<file path="config.mk">
export PLATFORM = sky130hd
export DESIGN_NAME = grf_nr_clr
export DESIGN_NICKNAME = d
export VERILOG_FILES = /design/src/rtl/grf_nr_clr.sv
export SDC_FILE = /design/constraint.sdc
export NUM_CORES = 1
export LEC_CHECK = 0
export CAP_MARGIN = 20
export CORE_MARGIN = 2
export CORE_UTILIZATION = 35
export CTS_BUF_LIST = sky130_fd_sc_hd__clkbuf_8
export DETAILED_ROUTE_END_ITERATION = 16
export PLACE_DENSITY = 0.55
export SYNTH_ARGS = -nofsm -noshare
export SYNTH_HDL_FRONTEND = slang
export SYNTH_SLANG_ARGS = --single-unit
</file>
<file path="constraint.sdc">
create_clock -name i_clk -period 8.5 [get_ports i_clk]
set_clock_uncertainty 0.05 [all_clocks]
set_input_delay 2.55 -clock i_clk [delete_from_list [all_inputs] [get_ports i_clk]]
set_output_delay 2.55 -clock i_clk [all_outputs]
set_load 0.005 [all_outputs]
</file>
<file path="src/rtl/grf_nr_clr.sv">
// Parametrised general register file: one byte-merging write port, NRD combinational read
// ports, optional write-to-read bypass and zero register, and a clear sequencer run after reset.
module grf_nr_clr #(
   parameter int DATA_W  = 32,
   parameter int ADDR_W  = 4,
   parameter int NRD     = 2,
   parameter bit BYPASS  = 1'b1,
   parameter bit ZERO_R0 = 1'b0
) (
   input  logic                    i_clk,
   input  logic                    i_rst,
   input  logic                    i_clk_en,
   input  logic                    i_cs_b,
   input  logic [ADDR_W-1:0]       i_waddr,
   input  logic [DATA_W/8-1:0]     i_wen,
   input  logic [DATA_W-1:0]       i_din,
   input  logic [NRD*ADDR_W-1:0]   i_raddr,
   output logic [NRD*DATA_W-1:0]   o_dout,
   output logic                    o_busy
);

   localparam int NBYTE = DATA_W / 8;
   localparam int DEPTH = 1 << ADDR_W;
   localparam logic [ADDR_W-1:0] PTR_ZERO = ADDR_W'(0);
   localparam logic [ADDR_W-1:0] PTR_ONE  = ADDR_W'(1);
   localparam logic [ADDR_W-1:0] PTR_LAST = ADDR_W'(DEPTH - 1);

   typedef enum logic [0:0] {
      ST_IDLE  = 1'b0,
      ST_CLEAR = 1'b1
   } state_t;

   state_t              state_q, state_d;
   logic [ADDR_W-1:0]   ptr_q, ptr_d;
   logic                busy_q, busy_d;
   logic [DATA_W-1:0]   rf_q [DEPTH];
   logic [DATA_W-1:0]   rf_d [DEPTH];

   logic                clr_en;
   logic                zero_hit;
   logic                wr;
   logic [DATA_W-1:0]   merged;

   // Byte lanes with their enable set take the new data, the rest keep the stored word.
   function automatic logic [DATA_W-1:0] merge_bytes(
      input logic [DATA_W-1:0] old_word,
      input logic [DATA_W-1:0] new_word,
      input logic [NBYTE-1:0]  lane_en
   );
      logic [DATA_W-1:0] res;
      res = old_word;
      for (int k = 0; k < NBYTE; k++) begin
         if (lane_en[k]) begin
            res[k*8 +: 8] = new_word[k*8 +: 8];
         end else begin
            res[k*8 +: 8] = old_word[k*8 +: 8];
         end
      end
      return res;
   endfunction

   assign zero_hit = ZERO_R0 && (i_waddr == PTR_ZERO);
   assign wr       = i_clk_en && !i_cs_b && (|i_wen) && !busy_q && !zero_hit;
   assign merged   = merge_bytes(rf_q[i_waddr], i_din, i_wen);
   assign o_busy   = busy_q;

   // Clear sequencer: walks the pointer through every entry once per reset.
   always_comb begin
      state_d = state_q;
      ptr_d   = ptr_q;
      busy_d  = busy_q;
      clr_en  = 1'b0;
      case (state_q)
         ST_CLEAR: begin
            if (i_clk_en) begin
               clr_en = 1'b1;
               ptr_d  = ptr_q + PTR_ONE;
               if (ptr_q == PTR_LAST) begin
                  state_d = ST_IDLE;
                  busy_d  = 1'b0;
               end else begin
                  state_d = ST_CLEAR;
                  busy_d  = 1'b1;
               end
            end else begin
               state_d = ST_CLEAR;
               busy_d  = 1'b1;
            end
         end
         ST_IDLE: begin
            state_d = ST_IDLE;
            ptr_d   = PTR_ZERO;
            busy_d  = 1'b0;
         end
         default: begin
            state_d = ST_CLEAR;
            ptr_d   = PTR_ZERO;
            busy_d  = 1'b1;
         end
      endcase
   end

   always_ff @(posedge i_clk) begin
      if (i_rst) begin
         state_q <= ST_CLEAR;
         ptr_q   <= PTR_ZERO;
         busy_q  <= 1'b1;
      end else begin
         state_q <= state_d;
         ptr_q   <= ptr_d;
         busy_q  <= busy_d;
      end
   end

   // Clear and write are mutually exclusive because writes are blocked while busy.
   always_comb begin
      rf_d = rf_q;
      if (clr_en) begin
         rf_d[ptr_q] = {DATA_W{1'b0}};
      end else if (wr) begin
         rf_d[i_waddr] = merged;
      end else begin
         rf_d = rf_q;
      end
   end

   always_ff @(posedge i_clk) begin
      rf_q <= rf_d;
   end

   for (genvar p = 0; p < NRD; p++) begin : g_rd
      logic [ADDR_W-1:0] ra;
      logic [DATA_W-1:0] rd;

      assign ra = i_raddr[p*ADDR_W +: ADDR_W];

      // Read priority: busy blanking, zero register, same-cycle forwarding, stored entry.
      always_comb begin
         if (busy_q) begin
            rd = {DATA_W{1'b0}};
         end else if (ZERO_R0 && (ra == PTR_ZERO)) begin
            rd = {DATA_W{1'b0}};
         end else if (BYPASS && wr && (ra == i_waddr)) begin
            rd = merged;
         end else begin
            rd = rf_q[ra];
         end
      end

      assign o_dout[p*DATA_W +: DATA_W] = rd;
   end

endmodule

</file>
Yosys cells after proc, flatten, opt, wreduce, memory -nomap -nowiden
Cells that the tools add are included.
{ "classes": {"order_cmp": 6, "eq_ne": 4, "n_mux": 31, "n_bitwise": 7, "n_addsub": 1, "n_reduce_logical": 11, "n_mul": 0, "shift": 0, "n_div": 0} }
{ "ops": {"columns": ["cell", "count"], "rows": [
  ["$mux 512", 2],
  ["$and 512x512->512", 1],
  ["$bwmux 512", 1],
  ["$not 512->512", 1],
  ["$bmux 32 s4", 3],
  ["$mux 32", 12],
  ["$demux 32 s4", 2],
  ["$mux 8", 4],
  ["$ge 5x5->1 const B", 4],
  ["$not 4->5", 4],
  ["$lt 5x1->1 const B", 2],
  ["$eq 4x4->1", 2],
  ["$pmux 4 s2", 1],
  ["$logic_and 1x1->1", 7],
  ["$add 4x1->4 const B", 1],
  ["$eq 4x4->1 const B", 1],
  ["$mux 1", 4],
  ["$mux 4", 1],
  ["$reduce_or 4->1", 1],
  ["$logic_not 1->1", 2],
  ["$ne 2x2->1 const B", 1],
  ["$pmux 1 s2", 1],
  ["$reduce_bool 2->1", 1],
  ["$not 1->1", 1]
]} }
{ "word_totals": {"mem_bits_rw": 0, "inputBits": 52, "elab_cells": 78, "romBits": 0, "register_bits": 517, "n_memories": 0, "latch_bits": 0, "out_inout_bits": 65} }

Logic depth before layout (Yosys ltp)
{ "logic_depth": {"depth_word": 8, "mapped_depth": 9, "ltp_nobuf": 5} }

Worst setup path before layout
No wires, ideal clock.
{ "synth_path": {"path_type": "input port to output port", "start": "in i_raddr[4]", "end": "out o_dout[33]", "cell_stages": 6, "slack_ns": 1.752, "n_path_buf": 2, "t_required_ns": 5.900, "t_arrival_ns": 4.148, "cell_sequence": "clkbuf_1 -> clkbuf_1 -> mux4_2 -> a22oi_1 -> a21o_1 -> o21ai_0"} }
{ "synth_via": {"elab_chain_len": 6, "word_cells_on_any_way": 8, "classes_between": "1 x eq/ne; 5 x mux; 1 x bitwise; 1 x reduce/logical"} }
{ "synth_rtl": {"columns": ["element", "line", "source"], "rows": [
  ["from (decl)", "17", "input logic [NRD*ADDR_W-1:0] i_raddr,"],
  ["$not 4->5 (not written as such)", "146", "rd = rf_q[ra];"],
  ["$bmux 32 s4", "146", null],
  ["$mux 32 (not written as such) (2 in a row)", "146", null],
  ["$mux 32 (*)", "143", "end else if (BYPASS && wr && (ra == i_waddr)) begin"],
  ["$mux 32 (*)", "139", "if (busy_q) begin"],
  ["to (decl)", "18", "output logic [NRD*DATA_W-1:0] o_dout,"]
]} }
Every way passes the cells marked *; elsewhere a longest branch is shown, timed or not. The select of a mux whose other input is x is not followed.

Worst setup path in the final report
{ "layout_path": {"start": "in i_raddr[2]", "end": "out o_dout[28]"} }
The elaborated chain is that of the path after synthesis.

==> metrics.txt <==
CP Max Fanout=23; critical path class=in -> out; pin count of the biggest net entering global routing=61; num rows=115; Flop pwr share=0.460; Worst Hold Class=reg -> reg; crit path DAT=5.61 ns; H-tree depth=3; critical path required time=5.90 ns; most frequent cells in the layout=nand2_1 (518), edfxtp_1 (512), o21ai_0 (394), mux2i_1 (289), mux4_2 (192); Port-buffer cells=116; Initial Utilization=0.352; DR iter-0 viols=4042; RSZ-0062 raised after global routing=no; final hold violations=0; run status=completed; Final TNS setup=0 ns; first-pass GRT wire length=214000 um; R2R depth=5; Cell Count, Final, Fillers Out=4470; routed wl met3=17400 um; commonest non-fill, non-tap cell in the layout=nand2_1; CTS tree=yes; routed via count=29700; TritonRoute pass-1 iters=7; DRC=0; Setup crit start kind=input pin; routed wl met2=68300 um; Skew-Pair Late Insertion Delay=0.75 ns; Post-Route Utilization=0.402; cts bufs inserted=94; die span in y=318 um; Cells after Synth=3056; die area=101000 um2; worst slew pin tran=1.20 ns; Post-DP Area=37600 um2; dpl hpwl=94200 um; Horiz. Die Dim=318 um; reg2reg end=rf_q[148]$_DFFE_PP_; wl on met1=58800 um; Synth Flop Type=edfxtp_1; final WL=152000 um; FILL cells=9534; nets=3167; Setup violations, final=0; total gr overflow=0; IO Pins=117; Reg2Reg Launch Point=o_busy$_SDFF_PP1_; Max Freq=122 MHz; Critical Path End=o_dout[28]; combinational cell fraction of total power=0.197; CTS hold repair buffers=0; layout overhead on the synthesized area=14.2%; Finished Cell Area=39400 um2; Post-CTS Resized=0; final antenna-violating net count=0; total clock sinks=517; routability cong.=0.895; CP endpoint kind=primary output; Slew Viols, Final=0; ys async rst share=0; clock-pin slew on the worst setup and hold paths=0.06 ns; setup bufs post-CTS=0; Vias/cell=6.64; synthesized area=34500 um2; Leak=0.0139 uW; Max IR drop VDD=112 uV; clk root buf=clkbuf_8; Final period util=0.966; switching share of power=0.316; sequential share of the synthesized area=0.449; P_sw=2190 uW; FF-to-FF setup slack=5.21 ns; #FFs+latches synth=517; drt wl/cell=34.0 um; Critical path origin=i_raddr[2]; vias in the first global route=28600; CTS Buffer Depth=3; power per cell area=176 nW/um2; placed cells=4301; layout cell share with drive strength beyond 1=0.212; Synth Warn #=0; Max-Cap Viols=0; Core Box Area=98000 um2; Yosys cell types=41; min cycle time layout=8.21 ns; initial antenna violation count=6; Net Count, Synth=3112; Post-synth EDFFs=512; Clk pwr share=0.342; max layer used=met5; total track usage=0.292; Max-slew headroom=0.199; Mapped Avg Cell Area=11.3 um2; internal power=4740 uW
power by group through the flow:
stage	sequential, uW	combinational [uW]	clock [uW]
after floorplan	3180	854	0
after global placement	3220	1320	0
after detailed placement	3230	1330	0
after CTS	3180	1330	2380
after global routing	3210	1420	2470
final	3190	1370	2370
final cells by class:
class                      instances  area (um2)  share of cell area
tap                             1287        1610              0.0409
timing repair buffer             268        2620              0.0664
clock inverter                    70         425              0.0108
multi-input combinational       2222       17900               0.454
clock buffer                      97        1340              0.0339
inverter                           8        30.0            0.000763
antenna                            1        2.50           0.0000636
sequential                       517       15500               0.393
layer usage:
| metal | vias to the layer above | GRT usage |
|---|---|---|
| met5 | - | 0.0118 |
| met4 | 5 | 0.133 |
| met3 | 404 | 0.0753 |
| met2 | 2135 | 0.449 |
| met1 | 15000 | 0.386 |
| li1 | 12200 | - |
synth_stat cells, types with 9 or more instances:
cell type,n,share of area
mux2i_1,289,0.084
buf_4,20,0.0044
nand2_1,536,0.058
a222oi_1,32,0.0093
mux2_1,18,0.0059
clkbuf_1,183,0.020
o21a_1,32,0.0070
a21o_1,33,0.0072
a22oi_1,32,0.0070
o21ai_0,410,0.060
a221oi_1,160,0.041
a21oi_1,52,0.0076
buf_6,26,0.0085
mux2_2,107,0.035
mux4_2,192,0.13
o21ai_2,32,0.0081
o22ai_1,32,0.0058
o211ai_1,32,0.0070
o21ai_1,182,0.026
edfxtp_1,512,0.45
buf_1,9,0.00098
buf_2,71,0.010
how the worst min path moves through the flow:
stage	from	endpoint	slack [ns]	depth (start not counted)
2_1_floorplan	ptr_q[3]$_SDFFE_PP0P_	ptr_q[3]$_SDFFE_PP0P_	0.48	2
3_3_place_gp	ptr_q[1]$_SDFFE_PP0P_	ptr_q[1]$_SDFFE_PP0P_	0.51	2
3_5_place_dp	ptr_q[1]$_SDFFE_PP0P_	ptr_q[1]$_SDFFE_PP0P_	0.51	2
4_1_cts	ptr_q[1]$_SDFFE_PP0P_	ptr_q[1]$_SDFFE_PP0P_	0.52	2
5_1_grt	ptr_q[1]$_SDFFE_PP0P_	ptr_q[1]$_SDFFE_PP0P_	0.57	2
6_report	ptr_q[1]$_SDFFE_PP0P_	ptr_q[1]$_SDFFE_PP0P_	0.53	2
registers in the layout (all words and copies together) (netlist names):
register / cells
o_busy: 1
ptr_q: 4
rf_q: 512
worst max-delay path: stages:
cell and delay [ns]:
buf_2 0.48, and2_4 0.52, buf_12 0.26, a221oi_1 0.18, o21a_1 0.21, a221oi_1 0.73
o22ai_1 0.14, clkdlybuf4s50_1 0.49
cells by family (layout without fill, tap and decap cells):
kind of cell               count (synthesis)  after routing  synth area share
adders and majority gates                  4              4           0.00145
muxes                                    609            609             0.252
AOI/OAI and AO/OA                       1030           1030             0.186
xor gates and xnor gates                  11             11           0.00280
DFF                                      517            517             0.449
and+or+nand+nor                          568            568            0.0641
buffers and inverters                    317            443            0.0450
other                                      0              1                 0
through the flow:
step / worst slack [ns] / total power [uW] / hold slack, ns
detailed placement: 0.378 / 4560 / 0.511
finish: 0.292 / 6930 / 0.529
global placement: 0.381 / 4540 / 0.515
floorplan: 1.75 / 4030 / 0.478
CTS: 0.385 / 6890 / 0.523
global route: 0.209 / 7100 / 0.569
(Power assumes the default switching activity.)
